[src/rtl/ram_loader_s18_if.sv]
`default_nettype none
// ============================================================================
//  Module   : ram_loader_s18_if
//  Purpose  : Bundles the byte-stream handshake and the 1Kx18 block-RAM port
//             driven by ram_loader_s18.
//  Signals  : s_data/s_valid/s_ready - byte stream (valid/ready)
//             ram_addr/ram_di/ram_dip/ram_en/ram_we/ram_ssr - RAM port inputs
//             ram_do/ram_dop - RAM read data / parity
//  Modports : master - the loader (drives s_ready and the RAM controls)
//             slave  - the environment (stream source and the RAM itself)
//  Revision : 1.0 - initial release
// ============================================================================
interface ram_loader_s18_if #(
  parameter int ADDR_W = 10
);
  logic [7:0]        s_data;
  logic              s_valid;
  logic              s_ready;
  logic [ADDR_W-1:0] ram_addr;
  logic [15:0]       ram_di;
  logic [1:0]        ram_dip;
  logic              ram_en;
  logic              ram_we;
  logic              ram_ssr;
  logic [15:0]       ram_do;
  logic [1:0]        ram_dop;

  modport master (
    input  s_data, s_valid, ram_do, ram_dop,
    output s_ready, ram_addr, ram_di, ram_dip, ram_en, ram_we, ram_ssr
  );

  modport slave (
    output s_data, s_valid, ram_do, ram_dop,
    input  s_ready, ram_addr, ram_di, ram_dip, ram_en, ram_we, ram_ssr
  );
endinterface
`default_nettype wire

[src/rtl/ram_loader_s18.sv]
`default_nettype none
// ============================================================================
//  Module   : ram_loader_s18
//  Purpose  : Loads a program image into a 1Kx18 single-port block RAM from a
//             byte stream (3 bytes per word), reads it back and compares a
//             rolling checksum, holding the processor in reset until done.
//  Ports    : clk   - clock, rising edge
//             rst_n - asynchronous active-low reset
//             start - one-cycle pulse, begins a load (IDLE/FIN only)
//             bus   - stream handshake + RAM port (master modport)
//             busy  - load or verify in progress
//             done  - level, last load finished
//             err   - level, last verify mismatched (valid with done)
//             hold  - processor reset request
//  Revision : 1.0 - initial release
// ============================================================================
module ram_loader_s18 #(
  parameter int ADDR_W = 10,
  parameter int WORDS  = 1024
) (
  input  logic                clk,
  input  logic                rst_n,
  input  logic                start,
  ram_loader_s18_if.master    bus,
  output logic                busy,
  output logic                done,
  output logic                err,
  output logic                hold
);

  localparam logic [2:0] c_idle    = 3'd0;
  localparam logic [2:0] c_collect = 3'd1;
  localparam logic [2:0] c_write   = 3'd2;
  localparam logic [2:0] c_vrd     = 3'd3;
  localparam logic [2:0] c_vlast   = 3'd4;
  localparam logic [2:0] c_fin     = 3'd5;

  localparam logic [ADDR_W-1:0] c_last = ADDR_W'(WORDS - 1);

  logic [2:0]        r_state;
  logic [ADDR_W-1:0] r_cnt;
  logic [1:0]        r_bidx;
  logic [1:0]        r_dip;
  logic [15:0]       r_di;
  logic [17:0]       r_cw;
  logic [17:0]       r_cr;
  logic              r_rd_pend;
  logic              r_busy;
  logic              r_done;
  logic              r_err;
  logic              r_hold;

  logic              w_ready;
  logic              w_xfer;
  logic [17:0]       w_cw_next;
  logic [17:0]       w_cr_next;

  assign w_ready   = (r_state == c_collect);
  assign w_xfer    = w_ready && bus.s_valid;
  // Rotate-then-XOR makes both checksums sensitive to word order.
  assign w_cw_next = {r_cw[16:0], r_cw[17]} ^ {r_dip, r_di};
  assign w_cr_next = {r_cr[16:0], r_cr[17]} ^ {bus.ram_dop, bus.ram_do};

  always_ff @(posedge clk or negedge rst_n) begin
    if (!rst_n) begin
      r_state   <= c_idle;
      r_cnt     <= '0;
      r_bidx    <= 2'd0;
      r_dip     <= 2'd0;
      r_di      <= 16'd0;
      r_cw      <= 18'd0;
      r_cr      <= 18'd0;
      r_rd_pend <= 1'b0;
      r_busy    <= 1'b0;
      r_done    <= 1'b0;
      r_err     <= 1'b0;
      r_hold    <= 1'b1;
    end else begin
      // One-cycle read latency: data for a read issued in VRD arrives next cycle.
      r_rd_pend <= (r_state == c_vrd);
      if (r_rd_pend) begin
        r_cr <= w_cr_next;
      end

      case (r_state)
        c_idle, c_fin: begin
          if (start) begin
            r_state <= c_collect;
            r_cnt   <= '0;
            r_bidx  <= 2'd0;
            r_cw    <= 18'd0;
            r_cr    <= 18'd0;
            r_done  <= 1'b0;
            r_err   <= 1'b0;
            r_busy  <= 1'b1;
            r_hold  <= 1'b1;
          end
        end

        c_collect: begin
          if (w_xfer) begin
            case (r_bidx)
              2'd0: begin
                r_dip  <= bus.s_data[1:0];
                r_bidx <= 2'd1;
              end
              2'd1: begin
                r_di[15:8] <= bus.s_data;
                r_bidx     <= 2'd2;
              end
              default: begin
                r_di[7:0] <= bus.s_data;
                r_bidx    <= 2'd0;
                r_state   <= c_write;
              end
            endcase
          end
        end

        c_write: begin
          r_cw <= w_cw_next;
          if (r_cnt == c_last) begin
            r_cnt   <= '0;
            r_state <= c_vrd;
          end else begin
            r_cnt   <= r_cnt + 1'b1;
            r_state <= c_collect;
          end
        end

        c_vrd: begin
          if (r_cnt == c_last) begin
            r_cnt   <= '0;
            r_state <= c_vlast;
          end else begin
            r_cnt <= r_cnt + 1'b1;
          end
        end

        c_vlast: begin
          // The final sample is folded in this cycle, so compare the next value.
          r_state <= c_fin;
          r_busy  <= 1'b0;
          r_done  <= 1'b1;
          r_err   <= (w_cr_next != r_cw);
          r_hold  <= (w_cr_next != r_cw);
        end

        default: r_state <= c_idle;
      endcase
    end
  end

  assign bus.s_ready  = w_ready;
  assign bus.ram_addr = r_cnt;
  assign bus.ram_di   = r_di;
  assign bus.ram_dip  = r_dip;
  assign bus.ram_en   = (r_state == c_write) || (r_state == c_vrd);
  assign bus.ram_we   = (r_state == c_write);
  assign bus.ram_ssr  = 1'b0;

  assign busy = r_busy;
  assign done = r_done;
  assign err  = r_err;
  assign hold = r_hold;

endmodule
`default_nettype wire

[src/flat_wrapper.sv]
// flat-port wrapper written by rule: the top's interface ports become plain ports
module ram_loader_s18_flat 
#(
  parameter int ADDR_W = 10,
  parameter int WORDS  = 1024
)
  (clk, rst_n, start, busy, done, err, hold, bus_s_data, bus_s_valid, bus_ram_do, bus_ram_dop, bus_s_ready, bus_ram_addr, bus_ram_di, bus_ram_dip, bus_ram_en, bus_ram_we, bus_ram_ssr);
  ram_loader_s18_if #(.ADDR_W(ADDR_W)) bus_i ();
  input  logic clk;
  input  logic rst_n;
  input  logic start;
  output logic busy;
  output logic done;
  output logic err;
  output logic hold;
  input wire logic [$bits(bus_i.s_data)-1:0] bus_s_data;
  input wire logic [$bits(bus_i.s_valid)-1:0] bus_s_valid;
  input wire logic [$bits(bus_i.ram_do)-1:0] bus_ram_do;
  input wire logic [$bits(bus_i.ram_dop)-1:0] bus_ram_dop;
  output wire logic [$bits(bus_i.s_ready)-1:0] bus_s_ready;
  output wire logic [$bits(bus_i.ram_addr)-1:0] bus_ram_addr;
  output wire logic [$bits(bus_i.ram_di)-1:0] bus_ram_di;
  output wire logic [$bits(bus_i.ram_dip)-1:0] bus_ram_dip;
  output wire logic [$bits(bus_i.ram_en)-1:0] bus_ram_en;
  output wire logic [$bits(bus_i.ram_we)-1:0] bus_ram_we;
  output wire logic [$bits(bus_i.ram_ssr)-1:0] bus_ram_ssr;
  assign bus_i.s_data = bus_s_data;
  assign bus_i.s_valid = bus_s_valid;
  assign bus_i.ram_do = bus_ram_do;
  assign bus_i.ram_dop = bus_ram_dop;
  assign bus_s_ready = bus_i.s_ready;
  assign bus_ram_addr = bus_i.ram_addr;
  assign bus_ram_di = bus_i.ram_di;
  assign bus_ram_dip = bus_i.ram_dip;
  assign bus_ram_en = bus_i.ram_en;
  assign bus_ram_we = bus_i.ram_we;
  assign bus_ram_ssr = bus_i.ram_ssr;
  ram_loader_s18 #(.ADDR_W(ADDR_W), .WORDS(WORDS)) u_core (.clk(clk), .rst_n(rst_n), .start(start), .bus(bus_i), .busy(busy), .done(done), .err(err), .hold(hold));
endmodule
[config.mk]
export PLATFORM = sky130hd
export DESIGN_NAME = ram_loader_s18_flat
export DESIGN_NICKNAME = d
export VERILOG_FILES = /design/src/rtl/ram_loader_s18_if.sv /design/src/rtl/ram_loader_s18.sv /design/src/flat_wrapper.sv
export SDC_FILE = /design/constraint.sdc
export NUM_CORES = 1
export LEC_CHECK = 0
export CAP_MARGIN = 30
export CORE_ASPECT_RATIO = 1.2
export CORE_MARGIN = 2
export CORE_UTILIZATION = 30
export CTS_CLUSTER_SIZE = 10
export DETAILED_ROUTE_END_ITERATION = 8
export PLACE_DENSITY_LB_ADDON = 0.2
export SLEW_MARGIN = 5
export SYNTH_ARGS = -nofsm -noshare
export SYNTH_HDL_FRONTEND = slang
export SYNTH_SLANG_ARGS = --single-unit
[constraint.sdc]
create_clock -name clk -period 3.9 [get_ports clk]
set_input_delay 0.39 -clock clk [delete_from_list [all_inputs] [get_ports clk]]
set_output_delay 0.39 -clock clk [all_outputs]
set_load 0.02 [all_outputs]
==> impl_metrics.tcl <==
set metrics [dict create \
    skew_ns 0.009199 \
    core_um2 13070 \
    final_area_um2 5010 \
    synth_top_area_share_pct 46.11 \
    grt_max_degree 50 \
    outcome "finished, final reports clean" \
    post_dp_cell_area_um2 4728 \
    worstHoldPathType "in2async" \
    p_sw_share_pct 37.34 \
    fillers 1291 \
    p_per_area_nw_per_um2 801.0 \
    cts_tree "done" \
    slowest_stage "dfrtp_1" \
    wl_per_cell_um 15.65 \
    ir_drop_mv 0.3529 \
    path_buf_inv 3 \
    hold_viol_final 0 \
    fmax_mhz 380.7 \
    cts.clk_slew.worst_paths_ns 0.06 \
    seq_area_um2 1853 \
    cts_made_buffers 9 \
    power_frac_seq_pct 36.3 \
    cp_cell_sequence "nand2b_1 -> inv_8 -> nand2_2 -> inv_1 -> clkdlybuf4s50_1" \
    ys.flop_type "dfrtp_1" \
    antenna_found_initial 0 \
    grt_pass1_wl_um 14690 \
    yosys-top-cells-area "dfrtp_1 46%, xnor2_1 8.6%, xnor3_1 8.5%" \
    postRouteAntennaNets 0 \
    p_int_mw 2.515 \
    overflow 0 \
    nets 424 \
    drt-initial-drc-count 108 \
    drc 0 \
    yosysUniqueCellTypes 59 \
    cts_resized 0 \
    routed_wl_um 8860 \
    power_leakage_nw 2.063 \
    hold_slack_ns 0.07215 \
    finalCritPeriodShare_pct 67.35 \
    grt_usage_pct 13.68 \
    cp_data_arrival_time_ns 2.24 \
    pin_count 66 \
    slew_headroom_pct 58.59 \
    rsz0062_at_grt "false" \
    tightest_slew_ns 0.6211 \
    worst-setup-path-type "reg2out" \
    antennaDiodeCount 0 \
    maxSlewViolCount 0 \
    synth_largest_area_cell "dfrtp_1" \
    ys_seq_elements 74 \
    synthArstFlopShare_pct 100.0 \
    io_buffers 64 \
    vias 2663 \
    gp_congestion 0.7883 \
    avgSynthCellArea_um2 12.00 \
    cts_sinks 74 \
    drive_above_1_share_pct 16.58 \
    end_kind "output port" \
    multi_input_area_um2 1969 \
    synth-edff-count 0 \
    die_w_um 108.9 \
    dr.pass1.iters 4 \
    syn_inst 330 \
    setup-tns-final_ns 0 \
    die_h_um 129.9 \
    h-tree-depth 3 \
    cts-root-buf "clkbuf_16" \
    worstPathMaxFanout 9 \
    hold_buffers 0 \
    syn_nets 361 \
    path_delay_family "buffers and inverters" \
    crit_required_ns 3.51 \
    ys_seq_area_share_pct 46.78 \
    p_sw_mw 1.498 \
    dp_hpwl_um 6476 \
    post_cts_buffers 0 \
    grt_pass1_vias 2777 \
    clockBufferDepth 2 \
    clock_latency_ns 0.33 \
    rows 46 \
    combPwrFrac_pct 44.4 \
    synth_most_common_cell "dfrtp_1" \
    die_area_um2 14140 \
    start_util_pct 30.32 \
    power_frac_clock_pct 19.3 \
    setup_viol 0 \
    start_kind "flop" \
    netlist_top_cells_count "73 x dfrtp_1, 39 x xnor2_1, 28 x nor2_1, 27 x nand2_1, 18 x o22ai_1" \
    netlist_area_um2 3961 \
    slowest_delay_ns 0.59 \
    vias_per_cell 4.705 \
    synth_warnings 0 \
    syn_to_final_growth_pct 26.47 \
    fin_crit_ns 2.626 \
    drv_cap 0 \
]
[worst paths after layout]
path                                                from                     endpoint  slack, ns  cells after the start
setup / recovery           u_core.r_state[1]$_DFFE_PN0P_                   bus_ram_we       1.27                      5
hold / removal                                     rst_n  u_core.r_cw[14]$_DFFE_PN0P_       0.07                      1
setup reg to reg           u_core.r_state[2]$_DFFE_PN0P_  u_core.r_cw[14]$_DFFE_PN0P_       1.98                      6
hold reg to reg                  u_core.done$_DFFE_PN0P_      u_core.done$_DFFE_PN0P_       0.49                      1
max in group asynchronous                          rst_n      u_core.busy$_DFFE_PN0P_       2.77                      2
min in group clk                 u_core.done$_DFFE_PN0P_      u_core.done$_DFFE_PN0P_       0.49                      1
[power by group through the flow]
stage	sequential (mW)	clock, mW	combinational [mW]
finish	1.46	0.775	1.78
detailed placement	1.48	0	1.80
floorplan	1.48	0	1.24
CTS	1.46	0.800	1.81
global placement	1.47	0	1.79
global route	1.51	0.833	1.95
[cells by family (layout without fill, tap and decap cells)]
family / count (synthesis) / after routing / share of synthesized area, %
AOI/OAI and AO/OA: 72 / 72 / 13.99
xor gates and xnor gates: 55 / 55 / 17.56
adders and majority gates: 1 / 1 / 0.3158
buffers and inverters: 22 / 90 / 3.506
DFF: 74 / 74 / 46.78
muxes: 20 / 20 / 5.622
other: 1 / 1 / 0.09467
and+or+nand+nor: 85 / 85 / 12.13
[flip-flops by register name, summed over array words and instances (netlist names), 2 cells and up]
signal	count
u_core.r_cw	18
u_core.bus.ram_dip	2
u_core.r_state	3
u_core.bus.ram_addr	10
u_core.bus.ram_di	16
u_core.r_cr	18
u_core.r_bidx	2
[routing by layer]
layer	vias to the layer above	wire (um)	GRT usage, %
li1	1312	-	-
met1	1302	4285	18.96
met2	41	4111	20.68
met3	8	312	3.047
met4	0	152	5.656
met5	-	0	0
[stage by stage]
step | setup slack, ns | instances | power, mW | utilization (%)
3_3_place_gp | 1.637 | 550 | 3.255 | 36.19
3_5_place_dp | 1.577 | 550 | 3.280 | 36.19
5_1_grt | 1.153 | 566 | 4.298 | 38.35
2_1_floorplan | 2.176 | 330 | 2.719 | -
4_1_cts | 1.217 | 566 | 4.076 | 38.35
6_report | 1.274 | 566 | 4.013 | 38.35
[cells in the final DEF, fill, tap and decap left out, drive strengths merged, types with 2 or more instances in the layout]
master	netlist	layout
mux2	18	18
xnor3	15	15
nor3	6	6
nand3	3	3
nor3b	2	2
nor4	2	2
a22o	2	2
buf	13	5
xnor2	40	40
dfrtp	73	73
o31ai	2	2
clkdlybuf4s50	0	63
a21oi	8	8
clkbuf	3	11
nor2	29	29
inv	6	7
a211oi	18	18
a31oi	2	2
o21ai	11	11
clkinvlp	0	4
o22ai	18	18
nand4	6	6
nand2b	2	2
a21o	4	4
nand2	28	28
mux2i	2	2
[layout make-up]
| cell class | instances | area share, % |
|---|---|---|
| tap | 168 | 4.196 |
| clock inverter | 5 | 0.7742 |
| multi-input combinational | 234 | 39.31 |
| clock buffer | 11 | 4.845 |
| inverter | 6 | 0.5994 |
| timing repair buffer | 68 | 13.29 |
| sequential | 74 | 36.99 |
Power figures use the tool's default switching activity.
